--- src/rtl/tpu_host_pkg.sv ---
// TPU host sequencer shared types.
// Opcodes, FSM states and TPU register map.
package tpu_host_pkg;

  typedef enum logic [1:0] {
    OP_WRITE    = 2'b00,
    OP_READ     = 2'b01,
    OP_POLL     = 2'b10,
    OP_WAIT_IRQ = 2'b11
  } tpu_host_op_e;

  typedef enum logic [2:0] {
    S_IDLE    = 3'd0,
    S_ISSUE   = 3'd1,
    S_GAP     = 3'd2,
    S_CHECK   = 3'd3,
    S_WAITIRQ = 3'd4,
    S_RESP    = 3'd5
  } tpu_host_state_e;

  localparam logic [31:0] TPU_REG_CTRL     = 32'h00;
  localparam logic [31:0] TPU_REG_STATUS   = 32'h04;
  localparam logic [31:0] TPU_REG_CMD      = 32'h08;
  localparam logic [31:0] TPU_REG_SRC      = 32'h0C;
  localparam logic [31:0] TPU_REG_DST      = 32'h10;
  localparam logic [31:0] TPU_REG_CFG      = 32'h14;
  localparam logic [31:0] TPU_REG_RESULT   = 32'h18;
  localparam logic [31:0] TPU_REG_PERF_CNT = 32'h1C;

endpackage

--- src/rtl/tpu_host_cmd_fifo.sv ---
// Synchronous command FIFO, DEPTH entries.
// No bypass: a pushed entry is visible to pop one cycle later.
module tpu_host_cmd_fifo
  import tpu_host_pkg::*;
#(
  parameter int WIDTH = 8,
  parameter int DEPTH = 4
) (
  input  logic             clk,
  input  logic             rst_n,
  input  logic             push,
  input  logic [WIDTH-1:0] din,
  input  logic             pop,
  output logic [WIDTH-1:0] dout,
  output logic             full,
  output logic             empty
);

  localparam int AW = $clog2(DEPTH);

  logic [WIDTH-1:0] mem [DEPTH];
  logic [AW:0]      wptr;
  logic [AW:0]      rptr;
  logic             do_push;
  logic             do_pop;

  assign empty   = (wptr == rptr);
  assign full    = (wptr[AW] != rptr[AW]) &&
                   (wptr[AW-1:0] == rptr[AW-1:0]);
  assign do_push = push && !full;
  assign do_pop  = pop && !empty;
  assign dout    = mem[rptr[AW-1:0]];

  // Read/write pointers with wrap bit for full/empty.
  always_ff @(posedge clk or negedge rst_n) begin
    if (!rst_n) begin
      wptr <= '0;
      rptr <= '0;
    end else begin
      if (do_push) wptr <= wptr + 1'b1;
      if (do_pop)  rptr <= rptr + 1'b1;
    end
  end

  // Entry storage.
  always_ff @(posedge clk or negedge rst_n) begin
    if (!rst_n) begin
      for (int i = 0; i < DEPTH; i++) mem[i] <= '0;
    end else if (do_push) begin
      mem[wptr[AW-1:0]] <= din;
    end
  end

endmodule

--- src/rtl/tpu_host_seq.sv ---
// Host command sequencer for a TPU register slave.
// Queues commands and runs them one at a time on the bus.
module tpu_host_seq
  import tpu_host_pkg::*;
#(
  parameter int ADDR_WIDTH = 32,
  parameter int DATA_WIDTH = 32,
  parameter int CMD_DEPTH  = 4,
  parameter int POLL_MAX   = 1024,
  parameter int BUS_TMO    = 16
) (
  input  logic                  clk,
  input  logic                  rst_n,
  input  logic                  cmd_valid,
  output logic                  cmd_ready,
  input  logic [1:0]            cmd_op,
  input  logic [ADDR_WIDTH-1:0] cmd_addr,
  input  logic [DATA_WIDTH-1:0] cmd_data,
  input  logic [DATA_WIDTH-1:0] cmd_mask,
  output logic                  rsp_valid,
  input  logic                  rsp_ready,
  output logic [DATA_WIDTH-1:0] rsp_data,
  output logic                  rsp_err,
  output logic                  bus_sel,
  output logic                  bus_wen,
  output logic                  bus_ren,
  output logic [ADDR_WIDTH-1:0] bus_addr,
  output logic [DATA_WIDTH-1:0] bus_wdata,
  input  logic [DATA_WIDTH-1:0] bus_rdata,
  input  logic                  bus_ready,
  input  logic                  irq,
  output logic                  busy
);

  localparam int PW = $clog2(POLL_MAX) + 1;
  localparam int TW = $clog2(BUS_TMO) + 1;
  localparam int EW = 2 + ADDR_WIDTH + 2 * DATA_WIDTH;

  tpu_host_state_e state, nstate;

  logic [EW-1:0]         f_din;
  logic [EW-1:0]         f_dout;
  logic                  f_full;
  logic                  f_empty;
  logic                  f_push;
  logic                  pop;
  tpu_host_op_e          f_op;
  logic [ADDR_WIDTH-1:0] f_addr;
  logic [DATA_WIDTH-1:0] f_data;
  logic [DATA_WIDTH-1:0] f_mask;

  tpu_host_op_e          cur_op;
  logic [ADDR_WIDTH-1:0] cur_addr;
  logic [DATA_WIDTH-1:0] cur_data;
  logic [DATA_WIDTH-1:0] cur_mask;
  logic [DATA_WIDTH-1:0] cap;
  logic [PW-1:0]         poll_cnt;
  logic [TW-1:0]         tmo_cnt;
  logic [DATA_WIDTH-1:0] wait_cnt;

  logic                  rsp_ld;
  logic [DATA_WIDTH-1:0] rsp_d;
  logic                  rsp_e;
  logic                  ack;
  logic                  match;

  assign f_push = cmd_valid && cmd_ready;
  assign f_din  = {cmd_op, cmd_addr, cmd_data, cmd_mask};
  assign f_op   = tpu_host_op_e'(f_dout[EW-1 -: 2]);
  assign f_addr = f_dout[2*DATA_WIDTH +: ADDR_WIDTH];
  assign f_data = f_dout[DATA_WIDTH +: DATA_WIDTH];
  assign f_mask = f_dout[0 +: DATA_WIDTH];

  tpu_host_cmd_fifo #(
    .WIDTH (EW),
    .DEPTH (CMD_DEPTH)
  ) u_fifo (
    .clk   (clk),
    .rst_n (rst_n),
    .push  (f_push),
    .din   (f_din),
    .pop   (pop),
    .dout  (f_dout),
    .full  (f_full),
    .empty (f_empty)
  );

  // Strobes derive from state so reset drops them at once.
  assign bus_sel   = (state == S_ISSUE);
  assign bus_wen   = bus_sel && (cur_op == OP_WRITE);
  assign bus_ren   = bus_sel && (cur_op != OP_WRITE);
  assign bus_addr  = cur_addr;
  assign bus_wdata = cur_data;
  assign ack       = bus_sel && bus_ready;
  assign match     = ((cap & cur_mask) == (cur_data & cur_mask));

  assign cmd_ready = !f_full;
  assign rsp_valid = (state == S_RESP);
  assign busy      = !f_empty || (state != S_IDLE);

  // State register.
  always_ff @(posedge clk or negedge rst_n) begin
    if (!rst_n) state <= S_IDLE;
    else        state <= nstate;
  end

  // Next state, FIFO pop and response load.
  always_comb begin
    nstate = state;
    pop    = 1'b0;
    rsp_ld = 1'b0;
    rsp_d  = '0;
    rsp_e  = 1'b0;
    unique case (state)
      S_IDLE: begin
        if (!f_empty) begin
          pop    = 1'b1;
          nstate = (f_op == OP_WAIT_IRQ) ? S_WAITIRQ : S_ISSUE;
        end
      end
      S_ISSUE: begin
        if (bus_ready) begin
          nstate = S_GAP;
        end else if (tmo_cnt == TW'(BUS_TMO - 1)) begin
          nstate = S_RESP;
          rsp_ld = 1'b1;
          rsp_e  = 1'b1;
        end
      end
      S_GAP: begin
        unique case (1'b1)
          (cur_op == OP_WRITE): begin
            nstate = S_RESP;
            rsp_ld = 1'b1;
          end
          (cur_op == OP_READ): begin
            nstate = S_RESP;
            rsp_ld = 1'b1;
            rsp_d  = cap;
          end
          default: nstate = S_CHECK;
        endcase
      end
      S_CHECK: begin
        if (match) begin
          nstate = S_RESP;
          rsp_ld = 1'b1;
          rsp_d  = cap;
        end else if (poll_cnt == PW'(POLL_MAX)) begin
          nstate = S_RESP;
          rsp_ld = 1'b1;
          rsp_d  = cap;
          rsp_e  = 1'b1;
        end else begin
          nstate = S_ISSUE;
        end
      end
      S_WAITIRQ: begin
        if (irq) begin
          nstate = S_RESP;
          rsp_ld = 1'b1;
          rsp_d  = wait_cnt;
        end else if (cur_data != '0 &&
                     wait_cnt == cur_data - DATA_WIDTH'(1)) begin
          nstate = S_RESP;
          rsp_ld = 1'b1;
          rsp_d  = cur_data;
          rsp_e  = 1'b1;
        end
      end
      S_RESP: begin
        if (rsp_ready) nstate = S_IDLE;
      end
      default: nstate = S_IDLE;
    endcase
  end

  // Latch the popped command for the whole transaction.
  always_ff @(posedge clk or negedge rst_n) begin
    if (!rst_n) begin
      cur_op   <= OP_WRITE;
      cur_addr <= '0;
      cur_data <= '0;
      cur_mask <= '0;
    end else if (pop) begin
      cur_op   <= f_op;
      cur_addr <= f_addr;
      cur_data <= f_data;
      cur_mask <= f_mask;
    end
  end

  // Capture read data and count reads of this command.
  always_ff @(posedge clk or negedge rst_n) begin
    if (!rst_n) begin
      cap      <= '0;
      poll_cnt <= '0;
    end else if (pop) begin
      poll_cnt <= '0;
    end else if (ack) begin
      cap      <= bus_rdata;
      poll_cnt <= poll_cnt + PW'(1);
    end
  end

  // Bus ack timeout counter, cleared outside ISSUE.
  always_ff @(posedge clk or negedge rst_n) begin
    if (!rst_n)                tmo_cnt <= '0;
    else if (state == S_ISSUE) tmo_cnt <= tmo_cnt + TW'(1);
    else                       tmo_cnt <= '0;
  end

  // Cycles spent waiting for irq.
  always_ff @(posedge clk or negedge rst_n) begin
    if (!rst_n)                  wait_cnt <= '0;
    else if (pop)                wait_cnt <= '0;
    else if (state == S_WAITIRQ) wait_cnt <= wait_cnt + DATA_WIDTH'(1);
  end

  // Response payload, held through RESP.
  always_ff @(posedge clk or negedge rst_n) begin
    if (!rst_n) begin
      rsp_data <= '0;
      rsp_err  <= 1'b0;
    end else if (rsp_ld) begin
      rsp_data <= rsp_d;
      rsp_err  <= rsp_e;
    end
  end

endmodule

--- config.mk ---
export PLATFORM = sky130hd
export DESIGN_NAME = tpu_host_seq
export DESIGN_NICKNAME = d
export VERILOG_FILES = /design/src/rtl/tpu_host_pkg.sv /design/src/rtl/tpu_host_cmd_fifo.sv /design/src/rtl/tpu_host_seq.sv
export SDC_FILE = /design/constraint.sdc
export NUM_CORES = 1
export LEC_CHECK = 0
export ABC_AREA = 1
export CAP_MARGIN = 20
export CELL_PAD_IN_SITES_DETAIL_PLACEMENT = 1
export CELL_PAD_IN_SITES_GLOBAL_PLACEMENT = 1
export CORE_MARGIN = 5
export CORE_UTILIZATION = 39
export DETAILED_ROUTE_END_ITERATION = 8
export GPL_TIMING_DRIVEN = 0
export HOLD_SLACK_MARGIN = 0.06
export PLACE_DENSITY_LB_ADDON = 0.1
export SLEW_MARGIN = 30
export SYNTH_ARGS = -nofsm -noshare
export SYNTH_HDL_FRONTEND = slang
export SYNTH_SLANG_ARGS = --single-unit
--- constraint.sdc ---
create_clock -name clk -period 2.2 [get_ports clk]
set_input_delay 0.44 -clock clk [delete_from_list [all_inputs] [get_ports clk]]
set_output_delay 0.44 -clock clk [all_outputs]
set_load 0.01 [all_outputs]
==> impl_metrics.csv, run 1 <==
group,metric,value,unit
min_path,hp-class,"in -> async",
synth,yosys.area.top_type,"dfrtp_1",
synth,synth_edf_count,0,
synth,syn_area,28500,µm²
floorplanning,die_width,280,µm
final_layout,areaGrowthSynthToFinish,30.6,%
routing,drc_errors,0,
floorplanning,floorplan.initialDensity,0.392,
sta,skew,0.0211,ns
clocking,clkTransAtPathRegs,0.06,ns
sta,setup_viol,38,
sta,hold_viol,0,
clocking,clk_latency,0.63,ns
clocking,clockBufferDepth,3,
sta,period_needed,2.63,ns
grt,antenna_found_initial,2,
sta,drv_slew,0,
placement,post_dp_cell_area,32300,µm²
synth,syn-instance-count,3572,
placement,portBuffers,238,
sta,fmax,0.381,GHz
synth,synth.distinct_cells,44,
placement,dpl.hpwl,81.6,mm
synth,synth_ff_type,"dfrtp_1",
final_layout,design_area,37200,µm²
final_layout,drive_gt1_frac,0.156,
clocking,clock_sinks,612,
worst_setup_path,rrSetupSlack,-0.43,ns
power,leakagePower,17.3,nW
sta,fin_crit_sh,1.19,
floorplanning,rows,99,
synth,ys_seq_elements,612,
clocking,cts_root_buf,"clkbuf_16",
worst_setup_path,required,2.75,ns
final_layout,multi_input_comb_area,12400,µm²
sta,slew_headroom,0.448,
synth,synth_top_area_share,0.537,
routing,drt_pass1_iterations,5,
sta,rsz0062_at_grt,"yes",
floorplanning,ioPinCount,239,
floorplanning,die_area,78600,µm²
power,peakVddDrop,0.697,mV
worst_setup_path,rr_startpoint,"bus_wdata[5]",
grt,grt_pass1_wl,174,mm
synth,syn_avg_cell_area,7.98,µm²
outcome,status,"finished with violations",
routing,drt-initial-drc-count,1821,
routing,ant_nets,0,
synth,seq_area_frac_synth,0.537,
floorplanning,die_h,280,µm
synth,synth_area_leaders,"dfrtp_1 54%, o21ai_0 12%, nand2_1 11%",
worst_setup_path,crit_fanout,5,
worst_setup_path,cp-end-kind,"flop",
routing,vias,26900,
clocking,cts-buffers-inserted,72,
sta,tightest_slew,0.828,ns
floorplanning,core-area,72700,µm²
grt,grt-ovfl-total,0,
synth,synth_warnings,0,
routing,routed_via_density,5.40,
clocking,htree_levels,3,
routing,wl,115,mm
worst_setup_path,worstRegToRegCells,21,
final_layout,final-seq-area,15400,µm²
grt,track_usage,0.287,
final_layout,fin_nets,4113,
worst_setup_path,critPathKind,"reg -> reg",
clocking,cts_tree,"done",
power,fin_total_pwr,59.0,mW
worst_setup_path,reg2reg_to,"rsp_data[10]",
grt,grt_max_degree,85,
placement,gp_congestion,0.873,
worst_setup_path,crit_path_start_kind,"flop",
grt,first_global_vias,28000,
final_layout,fillers,8624,
worst_setup_path,arrival,3.18,ns
sta,setup_tns,-12.92,ns
outcome,violations,"setup timing",
routing,wl_per_cell,23.1,µm
sta,fin_ws,-0.426,ns
run,max_cap_violations,0,
synth,synth_fp_nets,3719,
power,power.density,1580,nW/µm²
synth,synthArstFlopShare,1.00,
## stage by stage
stage | hold slack, ns | std cells | utilization | setup WS, ns
after floorplan | 0.144 | 3572 | - | 0.00623
after global placement | 0.454 | 4769 | 0.442 | -28.16
after detailed placement | 0.429 | 4776 | 0.444 | -1.66
after CTS | 0.335 | 4961 | 0.504 | -0.306
after global routing | 0.354 | 4982 | 0.512 | -0.550
final | 0.359 | 4983 | 0.512 | -0.426
## power breakdown
part	total (mW)	switching (mW)	leakage, nW	internal, mW
clock	12.2	5.04	1.17	7.12
combinational	27.1	17.3	8.41	9.71
sequential	19.8	3.58	7.70	16.2
total	59.0	26.0	17.3	33.0
## sequential cells by signal, indices dropped and copies added (netlist names)
name and cells:
bus_addr 32, bus_wdata 32, cap 32, cur_mask 32, cur_op 2, poll_cnt 11
rsp_data 32, rsp_err 1, state 3, tmo_cnt 5, u_fifo.mem 392, u_fifo.rptr 3
u_fifo.wptr 3, wait_cnt 32
## cells in the mapped netlist (2+ instances only)
library cell / number
clkinv_1: 2
nor2_1: 479
and3_1: 2
buf_2: 8
nor2_4: 3
a31oi_1: 48
buf_6: 6
nor2_2: 15
o22ai_1: 53
dfrtp_1: 612
nor4_1: 8
inv_2: 5
clkbuf_1: 175
xor2_1: 16
nand3b_1: 10
nor3_2: 2
a32o_1: 2
a21oi_1: 71
o21a_1: 2
nor3_1: 33
o21bai_1: 2
buf_1: 24
o21ai_1: 2
nand4_1: 18
ha_1: 11
inv_1: 280
nand2_2: 5
xnor2_1: 15
nand3_1: 124
nand3_2: 11
nand2_1: 819
o21ai_0: 697
## logic make-up (layout without fill, tap and decap cells)
| logic type | Yosys count | in the layout | synth area share |
|---|---|---|---|
| adders and majority gates | 11 | 11 | 0.00483 |
| AOI/OAI and AO/OA | 883 | 883 | 0.161 |
| and+or+nand+nor | 1534 | 1534 | 0.219 |
| buffers and inverters | 500 | 951 | 0.0677 |
| xor gates and xnor gates | 32 | 32 | 0.0103 |
| DFF | 612 | 612 | 0.537 |
| other | 0 | 1 | 0 |
## worst max-delay path by stage
stage               depth (start not counted)            from  slack (ns)               to
floorplan                                  19    bus_wdata[0]       0.006     rsp_data[22]
global placement                            1           rst_n      -28.16  u_fifo.mem[264]
detailed placement                          8  u_fifo.rptr[0]       -1.66    bus_wdata[20]
CTS                                        20    bus_wdata[0]       -0.31     rsp_data[10]
global route                               19    bus_wdata[4]       -0.55     rsp_data[10]
finish                                     21    bus_wdata[5]       -0.43     rsp_data[10]
## worst max-delay path, stage by stage (launching register included)
cell,delay [ns]
dfrtp_2,0.44
buf_4,0.16
buf_4,0.15
nand2_1,0.06
nand2_1,0.10
inv_1,0.07
nand2_1,0.06
nand2_1,0.09
nand2_1,0.05
inv_1,0.05
nand2_1,0.10
nor2_4,0.17
nand2_2,0.08
nor2_4,0.11
nand3_2,0.10
nor2_4,0.20
buf_6,0.16
buf_6,0.13
nand3_2,0.07
nand2_2,0.09
inv_2,0.04
nand2_1,0.05
## area by class of cell
type / count / area share
clock inverter: 15 / 0.00467
buffer: 211 / 0.0435
tap: 959 / 0.0322
inverter: 287 / 0.0295
antenna: 1 / 0.0000672
multi-input combinational: 2460 / 0.332
timing repair buffer: 322 / 0.0869
clock buffer: 116 / 0.0591
sequential: 612 / 0.412
## per-layer routing
metal	part of all wire	track usage	wire length, µm	vias to the layer above
li1	-	-	-	12400
met2	0.49	0.497	56600	676
met5	0	0	0	-
met4	0.042	0.0999	4840	0
met1	0.42	0.375	48500	13600
met3	0.046	0.0348	5350	209
## repair_timing
item / in CTS / in global routing
resized for setup: 532 / 162
pin swaps: 38 / 74
hold endpoints to repair: 53 / 0
setup endpoints to repair: 630 / 438
cloned: 4 / 1
setup buffers: 50 / 21
hold buffers: 1 / 0
## placed cells by master (no fill, tap or decap), types with 9 or more instances in the layout
master / count
inv_2: 18
nand4_1: 18
inv_1: 262
dfrtp_2: 26
nor2_1: 434
nor2_4: 39
clkdlybuf4s50_1: 220
o21ai_1: 14
nand3b_1: 10
o22ai_2: 11
dfrtp_1: 585
nand2_2: 36
ha_1: 9
nor3_2: 9
o22ai_1: 39
clkbuf_1: 56
buf_6: 25
a31oi_1: 48
buf_2: 12
clkbuf_16: 80
o21ai_0: 684
clkbuf_2: 54
nand2_4: 12
nand2_1: 773
xor2_1: 15
clkbuf_4: 45
nand3_2: 43
nor2_2: 24
nor3_1: 19
clkbuf_8: 43
buf_4: 80
nand3_1: 85
a21oi_1: 68
xnor2_1: 14
Note: power is estimated with default switching activity, not from simulation.
==> inputs of run 2 (changes only) <==
--- a/config.mk
+++ b/config.mk
@@ -9,7 +9,6 @@
 export CAP_MARGIN = 20
 export CELL_PAD_IN_SITES_DETAIL_PLACEMENT = 1
 export CELL_PAD_IN_SITES_GLOBAL_PLACEMENT = 1
-export CORE_MARGIN = 5
 export CORE_UTILIZATION = 39
 export DETAILED_ROUTE_END_ITERATION = 8
 export GPL_TIMING_DRIVEN = 0
==> run 2 against run 1 <==
The run still ends with setup timing left; flip-flop and latch count stayed put; clock skew is 0.00080 ns lower; combinational power is 4% higher; via count is 0.30% higher; design area is 2.0% higher; sequential power hardly changed; critical endpoint unchanged; first-iteration DRC count is 2.2% higher; sequential share of layout area is 0.80 points lower.
==> impl_metrics.csv, run 2 (synthesized netlist as in run 1, its figures left out) <==
group,metric,value,unit
final_layout,regMostFlops,"u_fifo.mem",
grt,grt-ovfl-total,0,
routing,wl,116,mm
floorplanning,die_h,272,µm
routing,routed_via_density,5.42,
run,max_cap_violations,0,
floorplanning,floorplan.initialDensity,0.396,
grt,antenna_found_initial,2,
sta,skew,0.0203,ns
final_layout,num_antenna_cells,0,
final_layout,fillers,8491,
worst_setup_path,arrival,3.14,ns
clocking,cts_tree,"done",
power,power.density,1620,nW/µm²
grt,track_usage,0.312,
final_layout,largest_reg_flops,392,
grt,grt_max_degree,84,
worst_setup_path,critPathTopFamily,"simple AND/OR/NAND/NOR gates",
worst_setup_path,cp-end-kind,"flop",
floorplanning,die_width,272,µm
routing,wl_per_cell,23.3,µm
worst_setup_path,crit_path_start_kind,"flop",
sta,hold_viol,0,
worst_setup_path,slowest_delay,0.45,ns
sta,rsz0062_at_grt,"yes",
final_layout,final_cell_mix,"771 x nand2_1, 674 x o21ai_0, 586 x dfrtp_1",
floorplanning,rows,98,
clocking,cts_root_buf,"clkbuf_16",
worst_setup_path,required,2.76,ns
routing,drc_errors,0,
sta,drv_slew,0,
sta,setup_tns,-12.17,ns
clocking,clk_latency,0.64,ns
placement,dpl.cell_count,4768,
placement,portBuffers,238,
floorplanning,die_area,74200,µm²
routing,vias,27000,
sta,period_needed,2.59,ns
final_layout,areaGrowthSynthToFinish,33.2,%
clocking,cts-buffers-inserted,72,
sta,fin_ws,-0.388,ns
routing,drt_pass1_iterations,5,
outcome,status,"finished with violations",
routing,drt-initial-drc-count,1861,
clocking,clock_sinks,612,
power,peakVddDrop,0.746,mV
final_layout,multi_input_comb_area,12500,µm²
floorplanning,core-area,72000,µm²
sta,setup_viol,43,
sta,tightest_slew,1.00,ns
clocking,clkTransAtPathRegs,0.06,ns
final_layout,layout_commonest_cell,"nand2_1",
worst_setup_path,crit_chain,"inv_2 > ha_4 > nand2_4 > nor2_8 > nand2_4 > nand2_2 > nand2_2 > inv_2 > nand2_2 > nor2_2 > nand2_1 > nor2_2 > nand3_2 > nor2_4 > buf_6 > buf_8 > nand3_2 > nand2_1 > inv_1 > nand2_1",
placement,gp_congestion,0.897,
final_layout,fin_nets,4123,
routing,ant_nets,0,
grt,grt_pass1_wl,175,mm
worst_setup_path,crit_buf_inv,5,
final_layout,utilization,0.528,
worst_setup_path,critPathKind,"reg -> reg",
final_layout,drive_gt1_frac,0.172,
placement,dpl.hpwl,81.7,mm
clocking,clockBufferDepth,3,
power,leakagePower,17.6,nW
floorplanning,ioPinCount,239,
sta,fmax,0.386,GHz
sta,slew_headroom,0.331,
outcome,violations,"setup timing",
worst_setup_path,crit_slowest_cell,"dfrtp_2",
sta,fin_crit_sh,1.18,
min_path,hp-class,"in -> async",
final_layout,final-seq-area,15300,µm²
final_layout,finalNonFillerCells,4985,
clocking,htree_levels,3,
worst_setup_path,crit_fanout,7,
grt,first_global_vias,28400,
## run 2: cell types whose count changed in the layout (fill, tap and decap cells not counted), moves of 9 or more
cell      previous run  this run
clkbuf_1            56        38
clkbuf_4            45        29
buf_4               80        93
o22ai_1             39        30
nor2_1             434       417
nor2_2              24        46
o21ai_0            684       674
## run 2: per-stage QoR
step	cell area (µm²)	total power, mW	worst slack [ns]	hold WS, ns
floorplan	28500	31.9	0.00623	0.144
global placement	32100	42.4	-28.07	0.454
detailed placement	32300	43.0	-1.61	0.308
CTS	37000	59.4	-0.325	0.244
global route	38000	64.9	-0.528	0.264
finish	38000	61.4	-0.388	0.253
## run 2: area by class of cell
class	instances	share of cell area
Buffer	210	0.0464
Clock buffer	105	0.0577
Clock inverter	28	0.0117
Inverter	287	0.0291
Multi-Input combinational cell	2460	0.330
Sequential cell	612	0.404
Tap cell	950	0.0313
Timing Repair Buffer	333	0.0901
## run 2: repair_timing
action,4_1_cts,5_1_grt
resized for setup,526,309
endpoints found under the hold margin,157,0
pin swaps,28,64
hold buffers,1,0
endpoints found under the setup margin,631,431
cloned,3,4
buffers inserted,60,21
## run 2: power by group
group          switching [mW]  internal, mW
Combinational            17.7          10.4
Clock                    5.12          8.13
Sequential               3.82          16.2
## run 2: final timing paths
| path | from | endpoint | slack (ns) | cells after the start |
|---|---|---|---|---|
| min in group clk | bus_rdata[27] | cap[27] | 0.35 | 3 |
| min reg2reg | u_fifo.mem[136] | u_fifo.mem[136] | 0.48 | 2 |
| max reg2reg | bus_wdata[1] | rsp_data[10] | -0.39 | 20 |
| max | bus_wdata[1] | rsp_data[10] | -0.39 | 20 |
| max in group asynchronous | rst_n | bus_addr[6] | 0.45 | 5 |
| min | rst_n | poll_cnt[4] | 0.25 | 2 |
## run 2: per-layer routing
metal / global-route usage / vias up / part of all wire
met5: 0 / - / 0
met4: 0.122 / 0 / 0.042
met3: 0.0386 / 219 / 0.045
met2: 0.541 / 686 / 0.50
met1: 0.396 / 13600 / 0.42
li1: - / 12400 / -
==> inputs of run 3 (changes only) <==
--- a/config.mk
+++ b/config.mk
@@ -11,6 +11,7 @@
 export CELL_PAD_IN_SITES_GLOBAL_PLACEMENT = 1
 export CORE_UTILIZATION = 39
 export DETAILED_ROUTE_END_ITERATION = 8
+export GPL_ROUTABILITY_DRIVEN = 0
 export GPL_TIMING_DRIVEN = 0
 export HOLD_SLACK_MARGIN = 0.06
 export PLACE_DENSITY_LB_ADDON = 0.1
==> results of run 3 <==
Same layout as run 2: the final DEF is identical, and so are final timing and power.
